`config.mk`:
```
export PLATFORM = sky130hd
export DESIGN_NAME = div32
export DESIGN_NICKNAME = d
export VERILOG_FILES = /design/src/rtl/div32.sv
export SDC_FILE = /design/constraint.sdc
export NUM_CORES = 1
export LEC_CHECK = 0
export ABC_AREA = 1
export CORE_MARGIN = 2
export CORE_UTILIZATION = 60
export CTS_BUF_LIST = sky130_fd_sc_hd__clkbuf_4
export CTS_CLUSTER_SIZE = 24
export DETAILED_ROUTE_END_ITERATION = 10
export GPL_ROUTABILITY_DRIVEN = 0
export MAX_ROUTING_LAYER = met4
export PLACE_DENSITY = 0.92
export SETUP_SLACK_MARGIN = 0.3
export SYNTH_ARGS = -nofsm -noshare
export SYNTH_HDL_FRONTEND = slang
export SYNTH_SLANG_ARGS = --single-unit
```
`constraint.sdc`:
```
create_clock -name clk -period 4.9 [get_ports clk]
set_clock_uncertainty 0.15 [all_clocks]
set_input_delay 0.98 -clock clk [delete_from_list [all_inputs] [get_ports clk]]
set_output_delay 0.98 -clock clk [all_outputs]
set_load 0.1 [all_outputs]
```
`src/rtl/div32.sv`:
```
// -----------------------------------------------------------------------------
// div32 -- iterative restoring divider (DIV / DIVU), one quotient bit per clock.
//
// A start request latches the operands and the signed/unsigned mode. The
// magnitudes are then divided over WIDTH RUN cycles. The final iteration writes
// the sign-corrected quotient and remainder into registered outputs. At the
// same time the FSM enters DONE, where oDone pulses for a single cycle.
//
// Ports
//   clk        in   1      rising-edge clock
//   reset      in   1      synchronous active-high reset (priority over iStart)
//   iStart     in   1      start request, accepted in IDLE or DONE only
//   iSigned    in   1      1 = two's-complement divide, 0 = unsigned divide
//   iDividend  in   WIDTH  dividend, sampled with an accepted iStart
//   iDivisor   in   WIDTH  divisor, sampled with an accepted iStart
//   oQuotient  out  WIDTH  registered quotient (LO writeback)
//   oRemainder out  WIDTH  registered remainder (HI writeback)
//   oBusy      out  1      high on every RUN cycle
//   oDone      out  1      one-cycle pulse when results become valid
// -----------------------------------------------------------------------------
module div32 #(
    parameter int WIDTH = 32
) (
    input  logic             clk,
    input  logic             reset,
    input  logic             iStart,
    input  logic             iSigned,
    input  logic [WIDTH-1:0] iDividend,
    input  logic [WIDTH-1:0] iDivisor,
    output logic [WIDTH-1:0] oQuotient,
    output logic [WIDTH-1:0] oRemainder,
    output logic             oBusy,
    output logic             oDone
);

    localparam int CW = $clog2(WIDTH);

    typedef enum logic [1:0] {
        ST_IDLE = 2'd0,
        ST_RUN  = 2'd1,
        ST_DONE = 2'd2
    } state_t;

    // Two's-complement negation, shared by operand magnitude and result fix-up.
    function automatic logic [WIDTH-1:0] f_neg(input logic [WIDTH-1:0] v);
        return ~v + {{(WIDTH-1){1'b0}}, 1'b1};
    endfunction

    state_t             r_state;
    state_t             w_state_next;
    logic [CW-1:0]      r_count;
    logic [WIDTH-1:0]   r_rem;        // partial remainder
    logic [WIDTH-1:0]   r_quo;        // dividend bits shift out, quotient bits shift in
    logic [WIDTH-1:0]   r_dsr;        // divisor magnitude
    logic               r_neg_q;
    logic               r_neg_r;
    logic               r_div_zero;
    logic [WIDTH-1:0]   r_quotient;
    logic [WIDTH-1:0]   r_remainder;
    logic               r_busy;
    logic               r_done;

    logic               w_accept;
    logic               w_last;
    logic               w_a_neg;
    logic               w_b_neg;
    logic [WIDTH-1:0]   w_a_mag;
    logic [WIDTH-1:0]   w_b_mag;
    logic [WIDTH:0]     w_shift;
    logic [WIDTH:0]     w_diff;
    logic               w_qbit;
    logic [WIDTH-1:0]   w_rem_next;
    logic [WIDTH-1:0]   w_q_mag;
    logic [WIDTH-1:0]   w_q_final;
    logic [WIDTH-1:0]   w_r_final;

    // Operand magnitudes and one restoring-division step.
    always_comb begin
        w_a_neg    = iSigned & iDividend[WIDTH-1];
        w_b_neg    = iSigned & iDivisor[WIDTH-1];
        w_a_mag    = w_a_neg ? f_neg(iDividend) : iDividend;
        w_b_mag    = w_b_neg ? f_neg(iDivisor) : iDivisor;
        // Partial remainder is always below the divisor, so WIDTH+1 bits hold the shift.
        w_shift    = {r_rem, r_quo[WIDTH-1]};
        w_diff     = w_shift - {1'b0, r_dsr};
        w_qbit     = ~w_diff[WIDTH];
        w_rem_next = w_qbit ? w_diff[WIDTH-1:0] : w_shift[WIDTH-1:0];
        w_q_mag    = {r_quo[WIDTH-2:0], w_qbit};
        // A zero divisor yields an all-ones quotient in both modes. The remainder
        // needs no special case: it is the dividend magnitude with the dividend
        // sign restored, which equals the original dividend.
        if (r_div_zero) begin
            w_q_final = {WIDTH{1'b1}};
        end else begin
            w_q_final = r_neg_q ? f_neg(w_q_mag) : w_q_mag;
        end
        w_r_final  = r_neg_r ? f_neg(w_rem_next) : w_rem_next;
    end

    // Next-state logic and start acceptance.
    always_comb begin
        w_state_next = r_state;
        w_accept     = 1'b0;
        w_last       = (r_count == CW'(WIDTH - 1));
        case (r_state)
            ST_IDLE: begin
                if (iStart) begin
                    w_accept     = 1'b1;
                    w_state_next = ST_RUN;
                end else begin
                    w_state_next = ST_IDLE;
                end
            end
            ST_RUN: begin
                if (w_last) begin
                    w_state_next = ST_DONE;
                end else begin
                    w_state_next = ST_RUN;
                end
            end
            ST_DONE: begin
                if (iStart) begin
                    w_accept     = 1'b1;
                    w_state_next = ST_RUN;
                end else begin
                    w_state_next = ST_IDLE;
                end
            end
            default: begin
                w_state_next = ST_IDLE;
            end
        endcase
    end

    // State register.
    always_ff @(posedge clk) begin
        if (reset) begin
            r_state <= ST_IDLE;
        end else begin
            r_state <= w_state_next;
        end
    end

    // Datapath, counter and registered outputs.
    always_ff @(posedge clk) begin
        if (reset) begin
            r_count     <= '0;
            r_rem       <= '0;
            r_quo       <= '0;
            r_dsr       <= '0;
            r_neg_q     <= 1'b0;
            r_neg_r     <= 1'b0;
            r_div_zero  <= 1'b0;
            r_quotient  <= '0;
            r_remainder <= '0;
            r_busy      <= 1'b0;
            r_done      <= 1'b0;
        end else if (w_accept) begin
            r_count    <= '0;
            r_rem      <= '0;
            r_quo      <= w_a_mag;
            r_dsr      <= w_b_mag;
            r_neg_q    <= w_a_neg ^ w_b_neg;
            r_neg_r    <= w_a_neg;
            r_div_zero <= (iDivisor == {WIDTH{1'b0}});
            r_busy     <= 1'b1;
            r_done     <= 1'b0;
        end else if (r_state == ST_RUN) begin
            r_count <= r_count + CW'(1);
            r_rem   <= w_rem_next;
            r_quo   <= w_q_mag;
            if (w_last) begin
                r_quotient  <= w_q_final;
                r_remainder <= w_r_final;
                r_busy      <= 1'b0;
                r_done      <= 1'b1;
            end else begin
                r_busy      <= 1'b1;
                r_done      <= 1'b0;
            end
        end else begin
            r_busy <= 1'b0;
            r_done <= 1'b0;
        end
    end

    assign oQuotient  = r_quotient;
    assign oRemainder = r_remainder;
    assign oBusy      = r_busy;
    assign oDone      = r_done;

endmodule

```
==> flow_summary_export.csv <==
group,metric,value,unit
outcome,result_of_the_run,"complete, no violations",
floorplan,design.core.area,21000,sq um
sta,finalSetupViolations,0,
place,dpl.hpwl,30.2,mm
place,port_buffers,133,
finish,final_common_cell,"nand2_1",
pwr,power.ir.vdd_worst,0.000198,V
synth,yosys_warnings,0,
global_routing,grt_pass1_wl,62.4,mm
clock_network,clk_pin_slew_worst_paths,160,ps
worst_setup_path,critical_path_start_end_classification,"reg -> reg",
sta,max_slew.worst_pin.slew,1020,ps
run,max_cap_viol_count,0,
drt,post_drt_via_cell_ratio,5.87,
worst_setup_path,r2r_start,"r_quo[31]",
finish,most-common-layout-cells,"nand2_1 (553), inv_1 (339), dfxtp_1 (172), nor2_1 (169), o21ai_0 (146)",
worst_setup_path,worst-r2r-cell-count,28,
place,detailedPlace.worstSlack,848,ps
global_routing,grt_antenna_before_repair,2,
pwr,power.share.clock,0.190,
drt,route.detailed.drc,0,
global_routing,grt_start_max_net_pins,89,
synth,synth_seq_area_share,0.269,
finish,filler_cell_count,1772,
worst_setup_path,timing.critical_path.to,"oQuotient[28]",
min_path,worst_hold_path.num_cells,2,
worst_setup_path,critical_path.startpoint,"r_quo[31]",
drt,avgRoutedWirePerCell,16.0,um
floorplan,floorplan.initialDensity,0.610,
drt,drt.antenna.violating_nets,0,
clock_network,cts-root-to-sink-buffers,2,
floorplan,pin_count,134,
floorplan,floorplan.die.height,150,um
sta,setup_repair_after_global_routing_missed_its_margin,"false",
pwr,internal_power,2.83,mW
floorplan,fp.dieW,150,um
clock_network,cts_htree_levels,4,
drt,drt-initial-drc-count,1698,
global_routing,grt_usage,0.357,
worst_setup_path,critical_path.max_fanout,8,
pwr,power.total,5.48,mW
drt,dr.pass1.iters,5,
worst_setup_path,startpoint_type,"register",
sta,setup_slack,843,ps
drt,num_vias,14400,
synth,post_synth_edffs,0,
finish,multi_input_area,7680,sq um
sta,fin_tns_setup,0,ps
pwr,share_seq_of_total_power,0.284,
synth,syn_area,12800,sq um
worst_setup_path,required,5300,ps
finish,post_route_cells_drive_above_1_share,0.0610,
synth,dominantRegCellSynth,"dfxtp_1",
synth,post_synth_num_cell_types,61,
sta,maxSlewHeadroom,0.317,
clock_network,cts_setup_buffers,0,
min_path,holdCritPathClass,"reg -> reg",
worst_setup_path,r2r-end,"oQuotient[28]",
clock_network,tritoncts_num_sinks,172,
clock_network,cts.root.buffer_cell,"clkbuf_4",
synth,asyncSetResetFlopFracSynth,0,
worst_setup_path,timing.critical_path.arrival,4460,ps
finish,final-instance-count-excl-fill,2457,
clock_network,cts_tree,"done",
worst_setup_path,worstSetupEndpointType,"register",
sta,finalCriticalPeriod,4060,ps
pwr,netSwitchingPower,2.65,mW
worst_setup_path,worst-r2r-setup-slack,840,ps
finish,final_net_count,2274,
global_routing,number_of_global_route_vias_before_repair,12900,
finish,areaGrowthSynthToFinish,14.2,%
sta,max_freq,0.247,GHz
pwr,power-per-cell-area,375,nW/um^2
finish,area.sequential,3440,sq um
pwr,leakage,7.14,nW
global_routing,grt_overflow,0,
pwr,pwr-share-comb,0.526,
place,dp.cells,2423,
sta,post-route-period-util,0.828,
worst_setup_path,critical_path.slowest_cell,"fa_1",
clock_network,numCtsBuffers,17,
synth,synth_nets,2184,
clock_network,clkLatencyLatePin,610,ps
synth,postSynthAreaPerCell,6.16,sq um
worst_setup_path,cpPeakStageDelay,420,ps
floorplan,floorplan.rows,53,
synth,ys_ff_latch,172,
pwr,net_sw_frac,0.484,
drt,routed_wirelength,39.4,mm
sta,final_max_slew_viol_count,0,
synth,syn-instance-count,2077,
sta,hold_viol_final,0,
floorplan,die_area,22500,sq um
cells by family (layout without fill, tap and decap cells):
| logic type | after synthesis | count (layout) | synth area share |
|---|---|---|---|
| other | 0 | 2 | 0 |
| adders and majority gates | 39 | 39 | 0.0388 |
| buffers and inverters | 423 | 526 | 0.131 |
| DFF | 172 | 172 | 0.269 |
| xor gates and xnor gates | 70 | 70 | 0.0480 |
| and+or+nand+nor | 985 | 985 | 0.335 |
| AOI/OAI and AO/OA | 388 | 388 | 0.179 |
cell type report:
cell class              instances  area share
multi-input cells            1482       0.526
flip-flops and latches        172       0.236
repair buffers                146      0.0987
inverters                     348      0.0895
well taps                     275      0.0236
clock inverters                15      0.0171
clock buffers                  17     0.00874
diodes                          2    0.000343
power groups by stage:
stage                     logic [mW]  registers [mW]  clock network [mW]
after floorplan                 2.15            1.56                   0
after global placement          2.69            1.58                   0
after detailed placement        2.77            1.58                   0
after CTS                       2.79            1.55                1.04
after global routing            3.17            1.56                1.10
final                           2.88            1.56                1.04
through the flow:
stage	area, sq um	util	hold slack, ps
after floorplan	12800	-	272
after global placement	14200	0.678	285
after detailed placement	14200	0.678	298
after CTS	14600	0.696	338
after global routing	14600	0.697	363
final	14600	0.697	338
layer usage:
| layer | vias up | global-route usage | share of wire |
|---|---|---|---|
| met5 | - | - | 0 |
| met2 | 892 | 0.567 | 0.46 |
| met4 | 0 | 0.231 | 0.069 |
| li1 | 6860 | - | - |
| met3 | 205 | 0.0570 | 0.094 |
| met1 | 6457 | 0.420 | 0.38 |
worst min-delay path by stage:
stage | endpoint | slack [ps] | startpoint
global route | oRemainder[1] | 360 | oRemainder[1]
detailed placement | r_dsr[20] | 300 | r_dsr[20]
finish | oRemainder[1] | 340 | oRemainder[1]
global placement | r_dsr[20] | 280 | r_dsr[20]
CTS | r_div_zero | 340 | r_div_zero
floorplan | r_dsr[20] | 270 | r_dsr[20]
registers in the layout (all words and copies together), names as in the netlist:
signal and cells:
oDone 1, r_quo 32, oRemainder 32, oBusy 1, r_div_zero 1, r_dsr 32
oQuotient 32, r_neg_q 1, r_state 2, r_count 5, r_rem 32, r_neg_r 1
synth_stat cells (26+ instances only):
cell,instances,area (sq um)
o21ai_0,146,731
nor3_1,26,130
xor2_1,59,517
ha_1,38,475
nand3_1,121,606
nand2_1,553,2080
a21oi_1,116,581
dfxtp_1,172,3440
nand2_2,30,188
inv_1,340,1280
clkbuf_1,57,214
nor2_1,170,638
what timing repair did:
| action | 4_1_cts | 5_1_grt |
|---|---|---|
| endpoints found under the setup margin | 0 | 1 |
| hold buffers | 0 | 0 |
| gates resized for setup | 0 | 1 |
critical path, delay by kind of cell (launching register included):
kind,cells,cell delay (ps)
AOI/OAI and AO/OA,2,300
xor gates and xnor gates,1,170
adders and majority gates,3,800
buffers and inverters,6,490
DFF,1,340
and+or+nand+nor,16,1760
No activity file was read; power rests on OpenSTA's default activity.
